==> src/rtl/mc_mb_sequencer.sv <==
`timescale 1ns/1ps
// mc_mb_sequencer
// Macroblock sequencer for the motion-compensation path. A 0->1 transition of
// MV_fin in idle starts a frame: the frame is walked in raster order, one MC
// request per colour channel per MB, followed by one loop-filter hand-off per
// MB tagged with that MB's concealment flag. All hand-offs use valid/ready.
//
// Ports
//   CLK          clock, all logic on the rising edge
//   reset        synchronous, active-low
//   height/width frame size in MBs, latched at start
//   MV_fin       motion vectors ready; rising transition starts a frame
//   conceal_all  conceal the whole frame, latched at start
//   mv_err       MV missing for the current MB, sampled on the ch0 MC accept
//   mc_valid/mc_ready, mc_x, mc_y, mc_ch, mc_conceal   MC request channel
//   lf_valid/lf_ready, LF_conceal                       loop-filter hand-off
//   busy         frame in progress
//   frame_done   one-cycle pulse once the last MB is accepted by the loop filter
module mc_mb_sequencer #(
    parameter int DIM_W  = 8,
    parameter int NUM_CH = 3,
    parameter int CH_W   = 2
) (
    input  logic             CLK,
    input  logic             reset,
    input  logic [DIM_W-1:0] height,
    input  logic [DIM_W-1:0] width,
    input  logic             MV_fin,
    input  logic             conceal_all,
    input  logic             mv_err,
    output logic             mc_valid,
    input  logic             mc_ready,
    output logic [DIM_W-1:0] mc_x,
    output logic [DIM_W-1:0] mc_y,
    output logic [CH_W-1:0]  mc_ch,
    output logic             mc_conceal,
    output logic             lf_valid,
    input  logic             lf_ready,
    output logic             LF_conceal,
    output logic             busy,
    output logic             frame_done
);

    localparam logic [1:0] S_IDLE = 2'd0;
    localparam logic [1:0] S_MC   = 2'd1;
    localparam logic [1:0] S_LF   = 2'd2;
    localparam logic [1:0] S_DONE = 2'd3;

    logic [1:0]       state_reg, state_next;
    logic [DIM_W-1:0] h_reg, h_next;
    logic [DIM_W-1:0] w_reg, w_next;
    logic [DIM_W-1:0] x_reg, x_next;
    logic [DIM_W-1:0] y_reg, y_next;
    logic [CH_W-1:0]  ch_reg, ch_next;
    logic             conceal_all_reg, conceal_all_next;
    logic             mb_conc_reg, mb_conc_next;
    logic             mv_fin_prev_reg;
    // Set once MV_fin has been seen low since reset. The edge register is
    // cleared by reset, so without this a level held high across reset would
    // look like a fresh 0->1 transition and restart the frame.
    logic             armed_reg;

    logic start;
    logic last_ch;
    logic last_x;
    logic last_y;
    logic ch0_conc;

    assign start    = (state_reg == S_IDLE) && MV_fin && !mv_fin_prev_reg && armed_reg;
    assign last_ch  = (ch_reg == CH_W'(NUM_CH - 1));
    assign last_x   = (x_reg == w_reg - DIM_W'(1));
    assign last_y   = (y_reg == h_reg - DIM_W'(1));
    // Channel 0 reports concealment before mb_conc_reg has captured it.
    assign ch0_conc = conceal_all_reg | mv_err;

    always_comb begin
        state_next       = state_reg;
        h_next           = h_reg;
        w_next           = w_reg;
        x_next           = x_reg;
        y_next           = y_reg;
        ch_next          = ch_reg;
        conceal_all_next = conceal_all_reg;
        mb_conc_next     = mb_conc_reg;
        case (state_reg)
            S_IDLE: begin
                if (start) begin
                    h_next           = height;
                    w_next           = width;
                    conceal_all_next = conceal_all;
                    x_next           = '0;
                    y_next           = '0;
                    ch_next          = '0;
                    mb_conc_next     = 1'b0;
                    state_next       = (height == '0 || width == '0) ? S_DONE : S_MC;
                end
            end
            S_MC: begin
                if (mc_ready) begin
                    if (ch_reg == '0) begin
                        mb_conc_next = ch0_conc;
                    end
                    if (last_ch) begin
                        ch_next    = '0;
                        state_next = S_LF;
                    end else begin
                        ch_next = ch_reg + CH_W'(1);
                    end
                end
            end
            S_LF: begin
                if (lf_ready) begin
                    if (!last_x) begin
                        x_next     = x_reg + DIM_W'(1);
                        state_next = S_MC;
                    end else begin
                        x_next = '0;
                        if (!last_y) begin
                            y_next     = y_reg + DIM_W'(1);
                            state_next = S_MC;
                        end else begin
                            state_next = S_DONE;
                        end
                    end
                end
            end
            default: begin
                state_next = S_IDLE;
            end
        endcase
    end

    always_ff @(posedge CLK) begin
        if (!reset) begin
            state_reg       <= S_IDLE;
            h_reg           <= '0;
            w_reg           <= '0;
            x_reg           <= '0;
            y_reg           <= '0;
            ch_reg          <= '0;
            conceal_all_reg <= 1'b0;
            mb_conc_reg     <= 1'b0;
            mv_fin_prev_reg <= 1'b0;
            armed_reg       <= 1'b0;
        end else begin
            state_reg       <= state_next;
            h_reg           <= h_next;
            w_reg           <= w_next;
            x_reg           <= x_next;
            y_reg           <= y_next;
            ch_reg          <= ch_next;
            conceal_all_reg <= conceal_all_next;
            mb_conc_reg     <= mb_conc_next;
            mv_fin_prev_reg <= MV_fin;
            armed_reg       <= armed_reg | !MV_fin;
        end
    end

    assign mc_valid   = (state_reg == S_MC);
    assign lf_valid   = (state_reg == S_LF);
    assign busy       = mc_valid | lf_valid;
    assign frame_done = (state_reg == S_DONE);
    assign mc_x       = x_reg;
    assign mc_y       = y_reg;
    assign mc_ch      = ch_reg;
    assign mc_conceal = mc_valid && ((ch_reg == '0) ? ch0_conc : mb_conc_reg);
    assign LF_conceal = lf_valid && mb_conc_reg;

endmodule

==> config.mk <==
export PLATFORM = sky130hd
export DESIGN_NAME = mc_mb_sequencer
export DESIGN_NICKNAME = d
export VERILOG_FILES = /design/src/rtl/mc_mb_sequencer.sv
export SDC_FILE = /design/constraint.sdc
export NUM_CORES = 1
export LEC_CHECK = 0
export ABC_AREA = 1
export CORE_AREA = 2 2 77 79
export CTS_CLUSTER_DIAMETER = 40
export DETAILED_ROUTE_END_ITERATION = 16
export DIE_AREA = 0 0 79 81
export PLACE_DENSITY = 0.79
export SYNTH_ARGS = -nofsm -noshare
export SYNTH_HDL_FRONTEND = slang
export SYNTH_SLANG_ARGS = --single-unit
==> constraint.sdc <==
create_clock -name CLK -period 1.65 [get_ports CLK]
set_input_delay 0.165 -clock CLK [delete_from_list [all_inputs] [get_ports CLK]]
set_output_delay 0.165 -clock CLK [all_outputs]
set_load 0.005 [all_outputs]
==> results of run 1 <==
## report_power, final
| group | leakage, nW | internal [mW] | switching, mW |
|---|---|---|---|
| sequential | 0.329 | 1.06 | 0.0956 |
| combinational | 1.19 | 0.844 | 1.05 |
| clock | 0.0503 | 0.373 | 0.354 |
## cell type report
| type | instances | area, µm² |
|---|---|---|
| antenna | 1 | 2.50 |
| fill | 452 | 1830 |
| tap | 75 | 93.8 |
| multi-input combinational | 295 | 1780 |
| sequential | 40 | 811 |
| inverter | 55 | 211 |
| timing repair buffer | 95 | 847 |
| clock buffer | 7 | 96.3 |
## layout by cell type (no fill, tap or decap), drive strengths merged
cell and count:
xnor2 8, inv 55, clkdlybuf4s15 1, diode 1
xor2 9, nor4 4, dlygate4sd2 3, and2 1
nand3b 1, buf 49, ha 9, a21oi 29
dfxtp 40, o21ai 25, nand4 12, a31oi 2
o21bai 1, nand2 107, nand3 24, clkdlybuf4s50 42
clkbuf 7, o211ai 1, nor3b 3, or2 2
a211oi 1, nor3 2, nor2 54
## routing by layer
metal	vias up	share of wire	GRT usage
li1	1464	-	-
met1	1349	0.42	0.251
met2	85	0.52	0.423
met3	12	0.047	0.0378
met4	0	0.019	0.0776
met5	-	0	0
## critical path, stage by stage (launching register included)
cell	delay (ns)
dfxtp_2	0.35
inv_2	0.05
ha_4	0.26
inv_2	0.03
nand2_2	0.04
nand2_2	0.06
nor2_4	0.10
buf_4	0.12
inv_2	0.02
nor2_1	0.07
nand3_1	0.07
nor2_1	0.11
nand2_1	0.10
o21bai_1	0.18
nand2_1	0.09
a21oi_2	0.12
## how the worst max path moves through the flow
stage	from	to	slack, ns	cells past startpoint
floorplan	h_reg[1]	mc_y[6]	0.003	14
global placement	h_reg[1]	mc_y[6]	-0.17	14
detailed placement	h_reg[1]	mc_y[3]	-0.26	14
CTS	h_reg[0]	mc_y[3]	-0.19	14
global route	h_reg[1]	mc_y[3]	-0.32	14
finish	h_reg[0]	state_reg[1]	-0.21	15
## repair_timing
item                                    4_1_cts  5_1_grt
pin swaps                                     7       23
buffers inserted                             14        7
endpoints found under the setup margin       22       23
resized for setup                            31       51
## kinds of logic after synthesis
kind of cell | after synthesis | share of synthesized area
AO/OA/AOI/OAI | 59 | 0.124
adder cells (fa/ha/maj) | 9 | 0.0435
flip-flops | 40 | 0.309
buffers and inverters | 62 | 0.0938
AND/OR/NAND/NOR | 210 | 0.372
XOR/XNOR | 17 | 0.0575
## metrics by stage
| stage | cells | util | total power, mW | cell area (µm²) | hold slack, ns |
|---|---|---|---|---|---|
| after detailed placement | 541 | 0.595 | 2.67 | 3370 | 0.449 |
| after global placement | 541 | 0.595 | 2.64 | 3370 | 0.444 |
| final | 568 | 0.677 | 3.78 | 3840 | 0.459 |
| after CTS | 562 | 0.641 | 3.50 | 3640 | 0.461 |
| after floorplan | 397 | - | 2.15 | 2630 | 0.258 |
| after global routing | 567 | 0.677 | 4.01 | 3840 | 0.479 |
==> flow_summary.json, run 1 <==
{
  "status": "complete, but fails checks",
  "violations": "negative setup slack",
  "die_w_um": 79,
  "synth_area_leader_cell": "dfxtp_1",
  "synth_top_area_share": 0.309,
  "die_y_um": 81,
  "synth_seq_cells": 40,
  "hold_path.class": "reg2reg",
  "cp.arrival_ns": 2.09,
  "drt_iter0_markers": 163,
  "power.density_mw_per_mm2": 984,
  "area_delta_synth_final_pct": 48.5,
  "drc": 0,
  "cts_buffers": 5,
  "rows": 28,
  "hp-start": "armed_reg",
  "critical_path_required_ns": 1.88,
  "cts_num_sinks": 40,
  "io_pins": 47,
  "critical_path_class": "reg2reg",
  "synth_ff_type": "dfxtp_1",
  "maxCapViolations": 0,
  "ys_warn_count": 0,
  "holdPathStages": 2,
  "crit_path_end_kind": "flip-flop",
  "r2r-start": "h_reg[0]",
  "syn_inst": 397,
  "fmax_mhz": 538,
  "drive_gt1_frac": 0.291,
  "setup_viol": 17,
  "async_reset_ff_frac": 0,
  "syn_area_mm2": 0.00259,
  "grt_max_degree": 33,
  "rsz0062_at_grt": "true",
  "vias": 2910,
  "start_util": 0.456,
  "place_ws_ns": -0.261,
  "cts_root_buf": "clkbuf_8",
  "wl_per_cell_um": 13.6,
  "synth_edf_count": 0,
  "yosys-top-cells-area": "dfxtp_1 31%, nand2_1 15%, inv_1 7.5%",
  "synth.avg_cell_area_um2": 6.52,
  "drv_slew": 0,
  "post_drt_via_cell_ratio": 5.12,
  "synthTopCellsByCount": "101 x nand2_1, 52 x inv_1, 48 x nor2_1",
  "grt-ovfl-total": 0,
  "path_max_fanout": 2,
  "hpwl_um": 5150,
  "h-tree-depth": 2,
  "gp_congestion": 0.891,
  "ys_types": 34,
  "holdPathEnd": "armed_reg",
  "cts_buffer_depth": 2,
  "seq_area_frac_synth": 0.309,
  "leakagePower_nw": 1.57,
  "antenna_found_initial": 1,
  "r2r_cells": 15,
  "finalSetupTns_ns": -2.22,
  "cts_tree": "done",
  "die_area_mm2": 0.00640,
  "cts_hold_buf": 0,
  "io_buffers": 46,
  "hold_viol_final": 0,
  "routed_wirelength_um": 7740,
  "dr.pass1.iters": 5,
  "vdd_drop_max_mv": 0.645,
  "track_usage": 0.223,
  "nNetsFinal": 524,
  "yosys.cell_count.top_type": "nand2_1",
  "worstMarginPinSlew_ns": 0.507,
  "startpoint_type": "flip-flop",
  "grt_pass1_wl_um": 11200,
  "post-route-min-period_ns": 1.86,
  "core_area_mm2": 0.00568,
  "slew_headroom": 0.662,
  "clk_latency_ns": 0.30,
  "fin_ws_ns": -0.208,
  "fin_worst_skew_ns": 0.00846,
  "synthesis.nets": 429,
  "grt_pass1_vias": 2641,
  "fin_crit_sh": 1.13,
  "ff2ff_setup_slack_ns": -0.21,
  "clk_pin_slew_ns": 0.08,
  "antenna_left": 0,
  "r2r-end": "state_reg[1]"
}
Note: power is estimated with default switching activity, not from simulation.
==> inputs of run 2 (changes only) <==
RECOVER_POWER = 50   (was not set)
==> run 2 against run 1 <==
Net effect:
- the flow still finishes with violations (negative setup slack)
- total power shrank 0.55%
- highest routed layer unchanged
- via count is essentially flat
- non-clock buffer count is the same
- sequential power is essentially flat
==> flow_summary.json, run 2 (same netlist as run 1, synthesis figures left out) <==
{
  "instances_no_fill": 568,
  "holdPathStages": 2,
  "io_buffers": 46,
  "clk_pin_slew_ns": 0.08,
  "rows": 28,
  "fmax_mhz": 539,
  "area_delta_synth_final_pct": 48.4,
  "rsz0062_at_grt": "true",
  "track_usage": 0.223,
  "final_common_cell": "nand2_1",
  "wl_per_cell_um": 13.6,
  "crit_path_end_kind": "flip-flop",
  "violations": "negative setup slack",
  "regArea_um2": 810,
  "post-route-min-period_ns": 1.86,
  "cts_num_sinks": 40,
  "startpoint_type": "flip-flop",
  "worstMarginPinSlew_ns": 0.505,
  "drive_gt1_frac": 0.285,
  "critical_path.max_stage_delay_ns": 0.35,
  "multi_input_area_mm2": 0.00178,
  "hold_path.class": "reg2reg",
  "path_cells": "inv_2, ha_4, inv_2, nand2_2, nand2_2, nor2_4, buf_4, inv_2, nor2_1, nand3_1, nor2_1, nand2_1, o21bai_1, nand2_1, a21oi_2",
  "status": "complete, but fails checks",
  "post-route-util": 0.677,
  "h-tree-depth": 2,
  "slew_headroom": 0.663,
  "vdd_drop_max_mv": 0.640,
  "cp.arrival_ns": 2.08,
  "dp_cells": 541,
  "cts_hold_buf": 0,
  "grt_max_degree": 33,
  "die_y_um": 81,
  "die_area_mm2": 0.00640,
  "clk_latency_ns": 0.30,
  "core_area_mm2": 0.00568,
  "antenna_left": 0,
  "leakagePower_nw": 1.60,
  "gp_congestion": 0.891,
  "fin_crit_sh": 1.13,
  "vias": 2908,
  "hold_viol_final": 0,
  "final_cell_mix": "82 x nand2_1, 43 x inv_1, 42 x buf_4",
  "cts_root_buf": "clkbuf_8",
  "die_w_um": 79,
  "routed_wirelength_um": 7710,
  "drt_iter0_markers": 172,
  "post-route-cell-area_mm2": 0.00384,
  "grt_pass1_wl_um": 11200,
  "antenna_found_initial": 1,
  "fin_worst_skew_ns": 0.00849,
  "cts_tree": "done",
  "path_max_fanout": 2,
  "drv_slew": 0,
  "n_fill_cell": 454,
  "setup_viol": 19,
  "nNetsFinal": 524,
  "fin_ws_ns": -0.206,
  "critical_path_required_ns": 1.88,
  "dpl_cell_area_mm2": 0.00337,
  "drc": 0,
  "dr.pass1.iters": 4,
  "r2r_cells": 15,
  "critical_path_class": "reg2reg",
  "grt-ovfl-total": 0,
  "cts_buffers": 5,
  "cp_common_cell": "inv_2",
  "io_pins": 47,
  "p_total_mw": 3.76,
  "hpwl_um": 5150,
  "cts_buffer_depth": 2,
  "finalSetupTns_ns": -2.18,
  "start_util": 0.456,
  "slowest_stage": "dfxtp_2",
  "post_drt_via_cell_ratio": 5.12,
  "maxCapViolations": 0,
  "grt_pass1_vias": 2641,
  "power.density_mw_per_mm2": 979
}
==> run 2: worst paths after layout <==
kind / from / slack [ns] / endpoint
hold / removal: armed_reg / 0.45 / armed_reg
setup reg to reg: h_reg[0] / -0.21 / state_reg[1]
hold reg to reg: armed_reg / 0.45 / armed_reg
setup / recovery: h_reg[0] / -0.21 / state_reg[1]
==> run 2: critical path: cells and delay by family, from the launching register on <==
family	cells	cell delay (ns)
compound gates	2	0.30
fa+ha+maj	1	0.26
flops	1	0.35
buf+inv	4	0.22
simple gates	8	0.64
==> run 2: report_power, final <==
group          switching [mW]  internal, mW
combinational            1.05         0.834
sequential             0.0928          1.06
clock                   0.350         0.373
==> run 2: timing repair <==
item	4_1_cts	5_1_grt
pin swaps	7	23
endpoints found under the setup margin	22	23
resized for setup	31	51
buffers inserted	14	7
==> run 2: cell type report <==
class                   instances  share of cell area
multi-input cells             295               0.464
repair buffers                 95               0.221
flip-flops and latches         40               0.211
inverters                      55              0.0550
clock buffers                   7              0.0251
well taps                      75              0.0244
diodes                          1            0.000651
==> run 2: per-layer routing <==
| metal | GRT usage | share of wire |
|---|---|---|
| met1 | 0.251 | 0.40 |
| met2 | 0.423 | 0.52 |
| met3 | 0.0378 | 0.059 |
| met4 | 0.0776 | 0.020 |
| met5 | 0 | 0 |
==> run 2: metrics by stage <==
step	hold slack (ns)	setup slack, ns
6_report	0.447	-0.206
5_1_grt	0.467	-0.315
4_1_cts	0.461	-0.194
3_5_place_dp	0.449	-0.261
3_3_place_gp	0.444	-0.171
2_1_floorplan	0.258	0.00346
